**src/rtl/v810_ifq.sv**
```systemverilog
// ----------------------------------------------------------------------------
// v810_ifq -- instruction prefetch queue for the V810 core.
//
// Issues word-aligned 32-bit fetches to the memory unit and buffers the
// returned data as halfwords in a circular buffer. The exec unit sees the
// next one or two halfwords at the current PC and consumes 0, 1 or 2 of them
// per cycle. Branch flushes redirect the queue, including the case where a
// fetch is still outstanding (that fetch is completed and its data dropped).
//
// Build option:
//   V810_IFQ_BYPASS_EN  when defined, a fetch returning into an empty queue
//                       is forwarded combinationally to Q_D/Q_AVAIL in the
//                       same cycle. Undefined: fixed one-cycle latency.
//
// Parameters:
//   DEPTH      queue capacity in halfwords (power of two, >= 4)
//
// Ports:
//   CLK        clock
//   RES        synchronous active-high reset
//   CE         global clock enable; nothing advances while low
//   IA         fetch address (word aligned), stable while IREQ is high
//   ID         fetch data, valid on the IACK cycle
//   IREQ       fetch request
//   IACK       one-cycle fetch acknowledge
//   FLUSH      redirect the queue to FLUSH_PC
//   FLUSH_PC   new PC (bit 0 ignored)
//   Q_PC       address of the head halfword
//   Q_D        head halfword in [15:0], next halfword in [31:16]
//   Q_AVAIL    number of valid halfwords presented, min(count, 2)
//   POP        halfwords consumed this cycle (clamped to Q_AVAIL)
//   dbg_state  fetch FSM state (0 idle, 1 request, 2 drop)
//
// Handshakes:
//   Fetch port: IREQ is a request that, once raised, is held with IA
//   unchanged until the cycle IACK is seen (with CE high); the data on ID is
//   taken on that cycle. Queue port: Q_AVAIL is the "valid" count; POP is the
//   consumer's take, effective at the clock edge, and any POP beyond Q_AVAIL
//   is ignored. All handshake events only count in CE cycles.
// ----------------------------------------------------------------------------
module v810_ifq #(
  parameter int DEPTH = 8
) (
  input  logic        CLK,
  input  logic        RES,
  input  logic        CE,
  output logic [31:0] IA,
  input  logic [31:0] ID,
  output logic        IREQ,
  input  logic        IACK,
  input  logic        FLUSH,
  input  logic [31:0] FLUSH_PC,
  output logic [31:0] Q_PC,
  output logic [31:0] Q_D,
  output logic [1:0]  Q_AVAIL,
  input  logic [1:0]  POP,
  output logic [1:0]  dbg_state
);

  localparam int PW = $clog2(DEPTH);
  // Refill threshold: a full word can be accepted only with two free slots.
  localparam logic [PW:0] REFILL_LIMIT = (PW+1)'(DEPTH - 2);
  localparam logic [31:0] RESET_PC = 32'hFFFF_FFF0;

  typedef enum logic [1:0] {
    S_IDLE = 2'd0,
    S_REQ  = 2'd1,
    S_DROP = 2'd2
  } fsm_t;

  fsm_t          state;
  logic [15:0]   mem [DEPTH];
  logic [PW-1:0] head;
  logic [PW-1:0] tail;
  logic [PW:0]   count;
  logic          skip;
  logic [31:0]   q_pc;
  logic [31:0]   ia;
  logic [31:0]   pend_ia;

  // Combinational helpers
  logic [PW-1:0] head_p1;
  logic [PW-1:0] tail_p1;
  logic          fetch_live;   // non-stale fetch completing this cycle
  logic [1:0]    push_n;       // halfwords pushed this cycle
  logic [1:0]    buf_avail;
  logic [31:0]   buf_d;
  logic [1:0]    view_avail;   // what the exec unit sees (buffer or bypass)
  logic [31:0]   view_d;
  logic [1:0]    pop_c;        // POP clamped to what is presented
  logic [PW:0]   count_nxt;
  logic [31:0]   flush_pc_hw;
  logic [31:0]   flush_ia;
  logic          unused_fpc0;

  assign head_p1     = head + 1'b1;
  assign tail_p1     = tail + 1'b1;
  assign flush_pc_hw = {FLUSH_PC[31:1], 1'b0};
  assign flush_ia    = {FLUSH_PC[31:2], 2'b00};
  assign unused_fpc0 = FLUSH_PC[0];

  assign fetch_live  = (state == S_REQ) && IACK;

  always_comb begin
    push_n = 2'd0;
    if (fetch_live) begin
      // After a flush to an odd halfword, the low half of the first word
      // precedes the new PC and is dropped.
      push_n = skip ? 2'd1 : 2'd2;
    end
  end

  // Buffered view of the head of the queue.
  always_comb begin
    buf_avail = 2'd0;
    buf_d     = 32'h0;
    if (count >= (PW+1)'(2)) begin
      buf_avail = 2'd2;
      buf_d     = {mem[head_p1], mem[head]};
    end else if (count == (PW+1)'(1)) begin
      buf_avail = 2'd1;
      buf_d     = {16'h0, mem[head]};
    end
  end

  // Presented view: normally the buffer; with bypass enabled, a fetch
  // landing in an empty queue is shown directly. Gated by CE so the outputs
  // stay frozen while the block is stalled.
  always_comb begin
    view_avail = buf_avail;
    view_d     = buf_d;
`ifdef V810_IFQ_BYPASS_EN
    if (CE && !RES && !FLUSH && fetch_live && (count == '0)) begin
      view_avail = push_n;
      view_d     = skip ? {16'h0, ID[31:16]} : ID;
    end
`endif
  end

  assign pop_c = (POP > view_avail) ? view_avail : POP;

  // Pushing everything and advancing head by the pop amount is equivalent
  // to writing only the unconsumed halfwords when bypass consumes data.
  assign count_nxt = count + (PW+1)'(push_n) - (PW+1)'(pop_c);

  // Halfword storage. No reset needed: entries are only presented when
  // counted valid.
  always_ff @(posedge CLK) begin
    if (CE && !RES && !FLUSH && fetch_live) begin
      if (skip) begin
        mem[tail] <= ID[31:16];
      end else begin
        mem[tail]    <= ID[15:0];
        mem[tail_p1] <= ID[31:16];
      end
    end
  end

  // Pointers, PC tracking and fetch FSM.
  always_ff @(posedge CLK) begin
    if (RES) begin
      state   <= S_IDLE;
      head    <= '0;
      tail    <= '0;
      count   <= '0;
      skip    <= 1'b0;
      q_pc    <= RESET_PC;
      ia      <= RESET_PC;
      pend_ia <= RESET_PC;
    end else if (CE) begin
      if (FLUSH) begin
        // Flush wins over POP and IACK; same-cycle fetch data is discarded.
        head  <= '0;
        tail  <= '0;
        count <= '0;
        q_pc  <= flush_pc_hw;
        skip  <= FLUSH_PC[1];
        if ((state == S_IDLE) || IACK) begin
          // No request left outstanding: start the new fetch right away.
          ia    <= flush_ia;
          state <= S_REQ;
        end else begin
          // A request is still outstanding and IA must not move until it
          // is acknowledged; park the new address.
          pend_ia <= flush_ia;
          state   <= S_DROP;
        end
      end else begin
        head  <= head + PW'(pop_c);
        tail  <= tail + PW'(push_n);
        count <= count_nxt;
        q_pc  <= q_pc + {29'h0, pop_c, 1'b0};
        case (state)
          S_IDLE: begin
            if (count_nxt <= REFILL_LIMIT) state <= S_REQ;
          end
          S_REQ: begin
            if (IACK) begin
              ia    <= ia + 32'd4;
              skip  <= 1'b0;
              state <= S_IDLE;
            end
          end
          S_DROP: begin
            if (IACK) begin
              ia    <= pend_ia;
              state <= S_REQ;
            end
          end
          default: state <= S_IDLE;
        endcase
      end
    end
  end

  assign IREQ      = (state != S_IDLE);
  assign IA        = ia;
  assign Q_PC      = q_pc;
  assign Q_D       = view_d;
  assign Q_AVAIL   = view_avail;
  assign dbg_state = state;

endmodule

```
**config.mk**
```make
export PLATFORM = sky130hd
export DESIGN_NAME = v810_ifq
export DESIGN_NICKNAME = d
export VERILOG_FILES = /design/src/rtl/v810_ifq.sv
export SDC_FILE = /design/constraint.sdc
export NUM_CORES = 1
export LEC_CHECK = 0
export BUFFER_PORTS_ARGS = -buffer_cell sky130_fd_sc_hd__buf_2
export CAP_MARGIN = 20
export CELL_PAD_IN_SITES_DETAIL_PLACEMENT = 0
export CELL_PAD_IN_SITES_GLOBAL_PLACEMENT = 1
export CORE_ASPECT_RATIO = 0.9
export CORE_MARGIN = 2
export CORE_UTILIZATION = 41
export DETAILED_ROUTE_END_ITERATION = 8
export PLACE_DENSITY_LB_ADDON = 0.1
export SLEW_MARGIN = 20
export SYNTH_ARGS = -nofsm -noshare
export SYNTH_HDL_FRONTEND = slang
export SYNTH_SLANG_ARGS = --single-unit
```
**constraint.sdc**
```tcl
create_clock -name CLK -period 3.7 [get_ports CLK]
set_input_delay 0.37 -clock CLK [delete_from_list [all_inputs] [get_ports CLK]]
set_output_delay 0.37 -clock CLK [all_outputs]
set_load 0.1 [all_outputs]
```
==> results of run 1 <==
-- power breakdown --
| group | internal, uW | switching [uW] |
|---|---|---|
| sequential | 2880 | 155 |
| combinational | 1310 | 3500 |
| clock | 1660 | 1150 |
-- layout by cell type (no fill, tap or decap), types with 23 or more instances in the layout --
cell and count:
buf_2 151, clkbuf_16 31, mux4_2 64, edfxtp_1 128, o21ai_0 44, buf_4 51, nor2_1 222, dfxtp_1 105
nand2_1 129, a21oi_1 203, nand3_1 28, a211oi_1 23, mux2i_1 70, nand4_1 23
-- kinds of logic after synthesis --
| kind of cell | synth area share, % |
|---|---|
| and+or+nand+nor | 16.6 |
| AOI/OAI and AO/OA | 16.9 |
| DFF | 43.4 |
| buffers and inverters | 4.38 |
| muxes | 15.6 |
| adders and majority gates | 2.09 |
| xor gates and xnor gates | 0.890 |
| other | 0.0272 |
-- worst register-to-register path, stage by stage (launching register included) --
cell and delay (ns):
dfxtp_1 0.30, inv_1 0.05, ha_2 0.17, nor2b_4 0.14
buf_4 0.19, ha_1 0.24, nor2_1 0.15, a21oi_1 0.05
o211ai_1 0.31, ha_2 0.32, fa_2 0.29, nand3_4 0.16
nor3_4 0.31, nand3_1 0.16, a221o_1 0.34, a21o_1 0.15
-- layer usage --
layer  part of all wire (%)  global-route usage, %
met1                     47                   38.9
met2                     44                   39.5
met3                    7.3                   3.67
met4                    1.5                   4.92
met5                      0                      0
-- state kept, by name (all words and copies together), names as in the netlist, named ones only --
register,flops
head,3
dbg_state,2
mem,128
pend_ia,30
Q_PC,31
tail,3
count,4
skip,1
IA,30
-- worst paths after layout --
kind                            startpoint                  endpoint  slack, ns  cells past startpoint
setup reg to reg     count[3]$_SDFFE_PP0P_     Q_PC[19]$_SDFFE_PP1P_       0.28                     15
hold / removal                 FLUSH_PC[6]   pend_ia[6]$_SDFFE_PP1P_       0.04                      3
setup / recovery     count[3]$_SDFFE_PP0P_     Q_PC[19]$_SDFFE_PP1P_       0.28                     15
hold reg to reg   pend_ia[13]$_SDFFE_PP1P_  pend_ia[13]$_SDFFE_PP1P_       0.47                      2
-- through the flow --
stage / TNS [ns] / total power [uW]
detailed placement: 0 / 7880
CTS: 0 / 10700
global placement: 0 / 7860
finish: 0 / 10600
floorplan: -0.142 / 6610
global route: -0.00673 / 11100
-- cell type report --
cell class                 count  share of cell area, %
clock buffer                  45                   5.24
clock inverter                 9                  0.474
inverter                      24                  0.573
multi-input combinational   1065                   44.8
sequential                   235                   36.6
tap                          422                   3.22
timing repair buffer         220                   9.15
-- timing repair --
action,in CTS,in global routing
setup endpoints to repair,0,7
gates resized for setup,0,2
hold buffers,0,0
==> summary.txt, run 1 <==
Synth
  • Seq/Total Area, Yosys: 43.4%
  • Syn_area_per_cell: 9.53 sq um
  • Post-synth EDFFs: 128
  • Post-synthesis async set-or-reset flop share: 0%
  • Yosys top cell area share: 27.9%
  • Yosys Warn Count: 0
  • Cell taking the most area after synthesis: edfxtp_1
  • Predominant post-synthesis flop cell: edfxtp_1
  • Synth cell count leaders: nor2_1 (223), a21oi_1 (203), nand2_1 (130)
  • Synth Register Bits: 235
  • Most frequent cell after synthesis: nor2_1
  • Netlist cell types: 70
  • Synth Cell Area: 0.0138 sq mm
  • Cell count after synthesis: 1446
  • Top post-synthesis cells by area: edfxtp_1 (28%), dfxtp_1 (16%), mux4_2 (10%)

STA
  • Fin crit share: 92.5%
  • Upper clock frequency limit: 292 MHz
  • Final setup skew: 0.0181 ns
  • Final hold violations: 0
  • Final Setup Violations: 0
  • Slew Limit Fails: 0
  • Worst Tran Pin Value: 0.990 ns
  • Hold slack: 0.0445 ns
  • Min cycle time layout: 3.42 ns
  • Slew headroom: 33.9%
  • RSZ-0062 raised after global routing: yes
  • Setup WS post-layout: 0.276 ns

Final layout
  • Final core occ: 49.6%
  • Non-Filler Instances: 2020
  • Final Net Count: 1666
  • Fillers: 3119
  • Area Growth Syn to Fin: 18.9%
  • Ant. Diodes: 0
  • Fin area: 0.0164 sq mm
  • Reg area: 0.00599 sq mm
  • Footprint of the multi-input gates: 0.00734 sq mm
  • Share of post-route cells with drive strength above 1: 22.5%

Worst setup path
  • CP top delay family: adder cells
  • Critical Path Start Type: flip-flop
  • Critical path's most frequent cell: ha_2
  • Worst path max stage delay: 0.34 ns
  • Kind of critical path: reg -> reg
  • Worst-path maximum fanout: 7
  • Worst EP required: 4.16 ns
  • Crit path cell chain: inv_1 > ha_2 > nor2b_4 > buf_4 > ha_1 > nor2_1 > a21oi_1 > o211ai_1 > ha_2 > fa_2 > nand3_4 > nor3_4 > nand3_1 > a221o_1 > a21o_1
  • Slowest stage cell on the critical path: a221o_1
  • Critical path buffer and inverter count: 2
  • Crit. End Element: flip-flop
  • Worst Path Arrival: 3.88 ns

Floorplan
  • DIE WIDTH: 197 microns
  • Starting density of the core: 41.7%
  • Row count: 63
  • Die ar.: 0.0351 sq mm
  • Die Y: 178 microns
  • Core ar.: 0.0330 sq mm
  • IO Pins: 172

Place
  • DP HPWL: 29700 microns
  • Cell Area, Placed: 0.0154 sq mm
  • Inst Count DP: 1965
  • Number of buffers added on ports: 167
  • Pre-CTS WS: 0.0702 ns
  • Placer Congestion: 0.830

Clock network
  • Clk Latency, worst-skew pair: 0.56 ns
  • Clk sink count: 235
  • Setup bufs post-CTS: 0
  • CTS H-Tree Depth: 1
  • Clk root buf: clkbuf_16
  • CTS tree: yes
  • Reg clk slew, reported paths: 0.06 ns
  • Cts bufs inserted: 29
  • Longest Clk Path Bufs: 3

Global route
  • First-pass GRT wire length: 69200 microns
  • Vias in the first global route: 11.3k
  • Total congestion overflow: 0
  • Global Route Usage Sum: 25.8%
  • Antenna violations before repair: 0
  • Largest net degree at the start of global routing: 53

Detailed routing
  • Routed len/inst: 22.5 microns
  • Residual DRC: 0
  • Detailed Route Iter0 Violations: 1172
  • Initial DRT Pass Iterations: 5
  • Total wire length: 45400 microns
  • Drt via density: 5.93
  • Via count: 12.0k
  • Detail Route Antenna Nets: 0

Worst hold path
  • Type of the worst min-delay path: in -> reg

Power
  • PD cells: 650 mW/mm^2
  • Pleak: 0.00594 uW
  • Worst vdd ir: 0.550 mV

Outcome
  • Status: finished, final reports clean

Run
  • Max-Cap Viols: 0
Note: power is estimated with default switching activity, not from simulation.
==> run 2: changes to the inputs <==
--- a/config.mk
+++ b/config.mk
@@ -7,7 +7,7 @@
 export LEC_CHECK = 0
 export BUFFER_PORTS_ARGS = -buffer_cell sky130_fd_sc_hd__buf_2
 export CAP_MARGIN = 20
-export CELL_PAD_IN_SITES_DETAIL_PLACEMENT = 0
+export CELL_PAD_IN_SITES_DETAIL_PLACEMENT = 1
 export CELL_PAD_IN_SITES_GLOBAL_PLACEMENT = 1
 export CORE_ASPECT_RATIO = 0.9
 export CORE_MARGIN = 2
==> run 2 against run 1 <==
  * Power increased by 1.1%
  * Via count rose by 2.8%
  * Critical path depth down 1
  * Die area stayed put
  * Sequential share of layout area shrank 0.095 points
  * Global-route usage is 1.7 points higher
  * First-iteration DRC count is 14% lower
  * Routed wire length increased by 5.5%
  * Non-clock buffer count up 2
  * Sequential cell count did not move
  * Sequential power hardly changed
  * Highest routed layer unchanged
==> summary.txt, run 2 (same netlist as run 1, synthesis figures left out) <==
Outcome
  • Status: finished, final reports clean

Worst setup path
  • Worst Path Arrival: 3.90 ns (+0.02 ns)
  • Kind of critical path: reg -> reg
  • Worst-path maximum fanout: 7 (unchanged)
  • Critical Path Start Type: flip-flop
  • Worst Setup EP: Q_PC[26]$_SDFFE_PP1P_
  • Worst r2r path cells: 14 (-1)
  • Worst r2r src: count[3]$_SDFFE_PP0P_
  • Crit. End Element: flip-flop
  • Worst EP required: 4.12 ns (-0.04 ns)
  • Crit path launch: count[3]$_SDFFE_PP0P_
  • R2r endpoint: Q_PC[26]$_SDFFE_PP1P_
  • R2R Setup Slk: 0.22 ns (-0.05 ns)

Final layout
  • Max FFs per register: 128 (unchanged)
  • Final Net Count: 1666 (unchanged)
  • Commonest non-fill, non-tap cell in the layout: nor2_1
  • Share of post-route cells with drive strength above 1: 22.8% (+0.33 points)
  • Area Growth Syn to Fin: 19.2%
  • Most frequent cells in the layout: nor2_1 (222), a21oi_1 (203), buf_2 (151)
  • Non-Filler Instances: 2019 (-0.050%)
  • Fillers: 3716 (+19%)
  • Ant. Diodes: 0 (unchanged)
  • Largest Register: mem
  • Final core occ: 49.7% (+0.13 points)

STA
  • Final Setup Violations: 0 (unchanged)
  • Worst Tran Pin Value: 1.04 ns (+0.0504 ns)
  • Hold slack: 0.0399 ns (-0.00465 ns)
  • Min cycle time layout: 3.48 ns (+0.0541 ns)
  • Slew headroom: 30.6% (-3.4 points)
  • Final hold violations: 0 (unchanged)
  • Final setup skew: 0.0371 ns (+0.0190 ns)
  • Slew Limit Fails: 0 (unchanged)
  • Setup TNS: 0 ns (unchanged)
  • Fin crit share: 94.0% (+1.5 points)
  • Upper clock frequency limit: 288 MHz (-1.6%)

Place
  • Inst Count DP: 1965 (unchanged)
  • Placer Congestion: 0.830 (unchanged)
  • Number of buffers added on ports: 167 (unchanged)
  • DP HPWL: 32200 microns (+8.5%)

Detailed routing
  • Total wire length: 48000 microns (+5.5%)
  • Drt via density: 6.09 (+2.8%)
  • Residual DRC: 0 (unchanged)
  • Via count: 12.3k (+2.8%)
  • Detail Route Antenna Nets: 0 (unchanged)
  • Initial DRT Pass Iterations: 5 (unchanged)
  • Detailed Route Iter0 Violations: 1003 (-14%)
  • Routed len/inst: 23.7 microns (+5.6%)

Clock network
  • Clk Latency, worst-skew pair: 0.56 ns (about the same)
  • Longest Clk Path Bufs: 3 (unchanged)
  • Clk root buf: clkbuf_16
  • CTS tree: yes
  • Cts bufs inserted: 28 (-3.4%)
  • CTS H-Tree Depth: 1 (unchanged)
  • Reg clk slew, reported paths: 0.06 ns (about the same)
  • Clk sink count: 235 (unchanged)

Power
  • Switching share of power: 45.1% (about the same)
  • Total internal power: 5910 uW (+1.2%)
  • Switching pwr: 4850 uW (+1.1%)
  • Combinational Power Share: 44.9% (-0.3 points)
  • Worst vdd ir: 0.604 mV (+9.9%)
  • Pleak: 0.00596 uW (+0.33%)
  • PD cells: 655 mW/mm^2 (+0.86%)
  • Sequential share of power: 28.2% (-0.3 points)
  • Part of the power in the clock network: 26.9% (+0.5 points)

Global route
  • First-pass GRT wire length: 74300 microns (+7.4%)
  • M3 GR Usage: 3.95% (+0.29 points)
  • M1 GR Usage: 39.7% (+0.79 points)
  • Total congestion overflow: 0 (unchanged)
  • Global Route Usage Sum: 27.5% (+1.7 points)
  • Antenna violations before repair: 0 (unchanged)
  • Most used routing layer: met2
  • Vias in the first global route: 12.4k (+9.5%)
  • Largest net degree at the start of global routing: 53 (unchanged)
  • Grt met2 use: 44.2% (+4.7 points)

Floorplan
  • Row count: 63 (unchanged)
  • Die ar.: 0.0351 sq mm (unchanged)
  • Core ar.: 0.0330 sq mm (unchanged)
  • Starting density of the core: 41.7% (unchanged)
  • IO Pins: 172 (unchanged)
  • Die Y: 178 microns (unchanged)
  • DIE WIDTH: 197 microns (unchanged)

Worst hold path
  • Type of the worst min-delay path: in -> reg

Run
  • Max-Cap Viols: 0 (unchanged)
[run 2: cell count changes in the layout (fill, tap and decap cells not counted), moves of 3 or more]
cell | previous run | this run
clkbuf_1 | 11 | 1
clkbuf_16 | 31 | 28
clkinv_1 | 3 | 7
clkbuf_8 | 3 | 0
bufinv_16 | 1 | 5
clkinv_2 | 3 | 7
[run 2: what timing repair did]
action | 4_1_cts | 5_1_grt
gates resized for setup | 0 | 1
hold buffers | 0 | 0
buffers inserted | 0 | 2
setup endpoints to repair | 0 | 9
[run 2: per-layer routing]
layer / wire length, microns / part of all wire [%]
met4: 846 / 1.8
met5: 0 / 0
met3: 2930 / 6.1
met2: 22300 / 46
met1: 21900 / 46
[run 2: how the worst min path moves through the flow]
stage / start / endpoint / slack (ns) / cells past startpoint
6_report: FLUSH_PC[6] / pend_ia[6]$_SDFFE_PP1P_ / 0.04 / 3
5_1_grt: FLUSH_PC[15] / pend_ia[15]$_SDFFE_PP1P_ / 0.04 / 3
3_5_place_dp: pend_ia[27]$_SDFFE_PP1P_ / pend_ia[27]$_SDFFE_PP1P_ / 0.45 / 2
4_1_cts: FLUSH_PC[10] / pend_ia[10]$_SDFFE_PP1P_ / 0.02 / 3
2_1_floorplan: pend_ia[27]$_SDFFE_PP1P_ / pend_ia[27]$_SDFFE_PP1P_ / 0.44 / 2
3_3_place_gp: pend_ia[27]$_SDFFE_PP1P_ / pend_ia[27]$_SDFFE_PP1P_ / 0.45 / 2
[run 2: stage by stage]
| step | total power, uW | worst slack (ns) | instance area, sq um |
|---|---|---|---|
| after floorplan | 6610 | -0.0915 | 13800 |
| after global placement | 7860 | 0.145 | 15400 |
| after detailed placement | 7920 | 0.0190 | 15400 |
| after CTS | 10800 | 0.0228 | 16400 |
| after global routing | 11200 | -0.00164 | 16400 |
| final | 10800 | 0.222 | 16400 |
[run 2: layout make-up]
cell class / instances / area (sq um) / share of cell area (%)
well taps: 422 / 528 / 3.21
inverters: 24 / 93.8 / 0.571
clock inverters: 23 / 262 / 1.59
flip-flops and latches: 235 / 5990 / 36.5
clock buffers: 29 / 704 / 4.29
multi-input cells: 1064 / 7320 / 44.6
repair buffers: 222 / 1530 / 9.29
[run 2: worst max-delay path, stage by stage (launching register included)]
cell and delay (ns):
dfxtp_1 0.31, inv_1 0.05, ha_2 0.17, nor2b_2 0.18, buf_4 0.19, ha_1 0.24, nor2_1 0.17, a21oi_1 0.06
o211ai_1 0.32, ha_2 0.35, a21oi_1 0.12, nor4_2 0.49, and3_1 0.39, nand4b_1 0.12, and3_1 0.20
[run 2: power by group through the flow]
stage                     sequential [uW]  clock [uW]  combinational, uW
final                                3030        2900               4840
after global routing                 3050        3050               5100
after CTS                            3030        2940               4850
after detailed placement             3080           0               4830
after global placement               3080           0               4780
after floorplan                      3590           0               3020
==> run 3: changes to the inputs <==
--- a/config.mk
+++ b/config.mk
@@ -12,6 +12,7 @@
 export CORE_ASPECT_RATIO = 0.9
 export CORE_MARGIN = 2
 export CORE_UTILIZATION = 41
+export CTS_CLUSTER_DIAMETER = 60
 export DETAILED_ROUTE_END_ITERATION = 8
 export PLACE_DENSITY_LB_ADDON = 0.1
 export SLEW_MARGIN = 20
==> constraint.sdc (replaced) <==
create_clock -name CLK -period 3.7 [get_ports CLK]
set_input_delay 0.74 -clock CLK [delete_from_list [all_inputs] [get_ports CLK]]
set_output_delay 0.74 -clock CLK [all_outputs]
set_load 0.1 [all_outputs]
==> run 3 against run 2 <==
  * Sequential power is essentially flat
  * Clock skew fell by 0.018 ns
  * Cell count rose by 0.99%
==> summary.txt, run 3 (same netlist as run 1, synthesis figures left out) <==
Outcome
  • Status: finished, final reports clean

Place
  • DP HPWL: 32800 microns (+2.0%)
  • Cell Area, Placed: 0.0156 sq mm (+0.88%)
  • Placer Congestion: 0.853 (+2.7%)
  • Number of buffers added on ports: 167 (unchanged)

Final layout
  • Commonest non-fill, non-tap cell in the layout: nor2_1
  • Share of post-route cells with drive strength above 1: 24.1% (+1.3 points)
  • Largest Register: mem
  • Ant. Diodes: 0 (unchanged)
  • Area Growth Syn to Fin: 21.6%
  • Fin area: 0.0168 sq mm (+2.0%)
  • Most frequent cells in the layout: nor2_1 (222), a21oi_1 (202), buf_2 (151)
  • Final Net Count: 1684 (+1.1%)
  • Max FFs per register: 128 (unchanged)

Worst hold path
  • Hold path cells: 3 (unchanged)
  • Type of the worst min-delay path: in -> reg
  • Hold wc startpoint: FLUSH_PC[15]
  • Hold Path End: pend_ia[15]$_SDFFE_PP1P_

Worst setup path
  • Worst Path Arrival: 2.85 ns (-1.05 ns)
  • R2r endpoint: dbg_state[0]$_SDFFE_PP0P_
  • Worst path max stage delay: 0.50 ns (about the same)
  • Kind of critical path: reg -> out
  • Crit path cell chain: inv_1 > ha_1 > nor2b_2 > buf_4 > inv_1 > nor2_1 > buf_4 > nor2_1 > buf_2
  • Worst r2r path cells: 14 (unchanged)
  • Worst EP required: 2.96 ns (-1.16 ns)
  • Worst-path maximum fanout: 17 (+10)
  • Worst r2r src: count[2]$_SDFFE_PP0P_
  • Slowest stage cell on the critical path: buf_2
  • Critical Path Start Type: flip-flop
  • Crit. End Element: output port
  • R2R Setup Slk: 0.20 ns (-0.02 ns)

STA
  • Final hold violations: 0 (unchanged)
  • Worst Tran Pin Value: 1.01 ns (-0.0301 ns)
  • Slew headroom: 32.7% (+2.1 points)
  • Setup TNS: 0 ns (unchanged)
  • Final setup skew: 0.0193 ns (-0.0178 ns)
  • Upper clock frequency limit: 279 MHz (-3.1%)
  • Slew Limit Fails: 0 (unchanged)
  • Min cycle time layout: 3.59 ns (+0.111 ns)
  • Fin crit share: 97.0% (+3.0 points)
  • Final Setup Violations: 0 (unchanged)

Floorplan
  • IO Pins: 172 (unchanged)
  • Row count: 63 (unchanged)
  • Core ar.: 0.0330 sq mm (unchanged)
  • Starting density of the core: 41.7% (unchanged)
  • Die Y: 178 microns (unchanged)
  • DIE WIDTH: 197 microns (unchanged)
  • Die ar.: 0.0351 sq mm (unchanged)

Run
  • Max-Cap Viols: 0 (unchanged)

Clock network
  • Reg clk slew, reported paths: 0.06 ns (about the same)
  • CTS H-Tree Depth: 1 (unchanged)
  • Clk sink count: 235 (unchanged)
  • CTS tree: yes
  • Clk Latency, worst-skew pair: 0.57 ns (about the same)
  • Clk root buf: clkbuf_16
  • Longest Clk Path Bufs: 3 (unchanged)
  • Cts bufs inserted: 30 (+7.1%)

Power
  • PD cells: 678 mW/mm^2 (+3.4%)
  • Combinational Power Share: 42.8% (-2.1 points)
  • Switching share of power: 44.0% (-1.1 points)
  • Switching pwr: 4990 uW (+2.9%)
  • Pleak: 0.00613 uW (+2.8%)
  • Part of the power in the clock network: 30.3% (+3.4 points)
  • Worst vdd ir: 0.557 mV (-7.7%)
  • Total power: 11400 uW (+5.5%)
  • Total internal power: 6360 uW (+7.6%)
  • Sequential share of power: 26.9% (-1.3 points)

Global route
  • Total congestion overflow: 0 (unchanged)
  • Vias in the first global route: 12.4k (+0.056%)
  • Antenna violations before repair: 0 (unchanged)
  • Global Route Usage Sum: 27.8% (+0.26 points)
  • Largest net degree at the start of global routing: 63 (+19%)
  • First-pass GRT wire length: 74800 microns (+0.70%)

Detailed routing
  • Detailed Route Iter0 Violations: 1032 (+2.9%)
  • Detail Route Antenna Nets: 0 (unchanged)
  • Total wire length: 49400 microns (+3.1%)
  • Via count: 12.5k (+1.7%)
  • Drt via density: 6.14 (+0.71%)
  • Residual DRC: 0 (unchanged)
  • Initial DRT Pass Iterations: 5 (unchanged)
  • Routed len/inst: 24.2 microns (+2.1%)
-- run 3: cell count changes in the layout (fill, tap and decap cells not counted), moves of 2 or more --
cell,before,now
buf_4,52,66
clkinv_1,7,2
bufinv_16,5,9
clkinv_2,7,3
clkinvlp_4,2,6
clkbuf_16,28,31
inv_6,0,3
clkinv_8,2,0
-- run 3: layout make-up --
cell class | count | area (sq um)
Clock buffer | 32 | 779
Clock inverter | 24 | 382
Fill cell | 3736 | 16300
Inverter | 24 | 93.8
Multi-Input combinational cell | 1064 | 7330
Sequential cell | 235 | 5990
Tap cell | 422 | 528
Timing Repair Buffer | 238 | 1660
-- run 3: what timing repair did --
| action | in CTS | in global routing |
|---|---|---|
| endpoints found under the setup margin | 0 | 14 |
| gates resized for setup | 0 | 3 |
| hold buffers | 0 | 0 |
| buffers inserted | 0 | 4 |
-- run 3: stage by stage --
step                util [%]  hold slack, ns  instances  setup WS, ns
CTS                     50.6           0.399       2035        0.0901
global placement        47.1           0.452       1979         0.240
floorplan                  -           0.436       1448        -0.266
global route            50.7           0.423       2039      -0.00706
finish                  50.7           0.407       2039         0.111
detailed placement      47.1           0.462       1979         0.125
-- run 3: power groups by stage --
| stage | sequential (uW) | combinational, uW | clock, uW |
|---|---|---|---|
| after floorplan | 3580 | 3020 | 0 |
| after global placement | 3100 | 4770 | 0 |
| after detailed placement | 3100 | 4820 | 0 |
| after CTS | 3050 | 4840 | 3480 |
| after global routing | 3070 | 5110 | 3580 |
| final | 3050 | 4860 | 3450 |
-- run 3: metal layers --
| metal | vias to the layer above | wire (microns) | global-route usage [%] |
|---|---|---|---|
| li1 | 5685 | - | - |
| met1 | 6370 | 22900 | 40.4 |
| met2 | 397 | 22800 | 44.3 |
| met3 | 62 | 2850 | 3.53 |
| met4 | 0 | 855 | 6.02 |
| met5 | - | 0 | 0 |
-- run 3: worst max path at each step --
stage,end,cells past startpoint,from,slack (ns)
6_report,Q_D[2],9,count[2]$_SDFFE_PP0P_,0.11
5_1_grt,Q_PC[19]$_SDFFE_PP1P_,17,count[2]$_SDFFE_PP0P_,-0.007
4_1_cts,Q_PC[31]$_SDFFE_PP1P_,17,count[2]$_SDFFE_PP0P_,0.09
3_5_place_dp,Q_PC[13]$_SDFFE_PP1P_,17,count[2]$_SDFFE_PP0P_,0.12
3_3_place_gp,Q_PC[13]$_SDFFE_PP1P_,17,count[2]$_SDFFE_PP0P_,0.24
2_1_floorplan,Q_D[10],8,count[2]$_SDFFE_PP0P_,-0.27
-- run 3: critical path, delay by kind of cell (launching register included) --
kind                     cells  cell delay (ns)
adder cells (fa/ha/maj)      1             0.20
buffers and inverters        5             1.19
flip-flops                   1             0.34
AND/OR/NAND/NOR              3             0.55
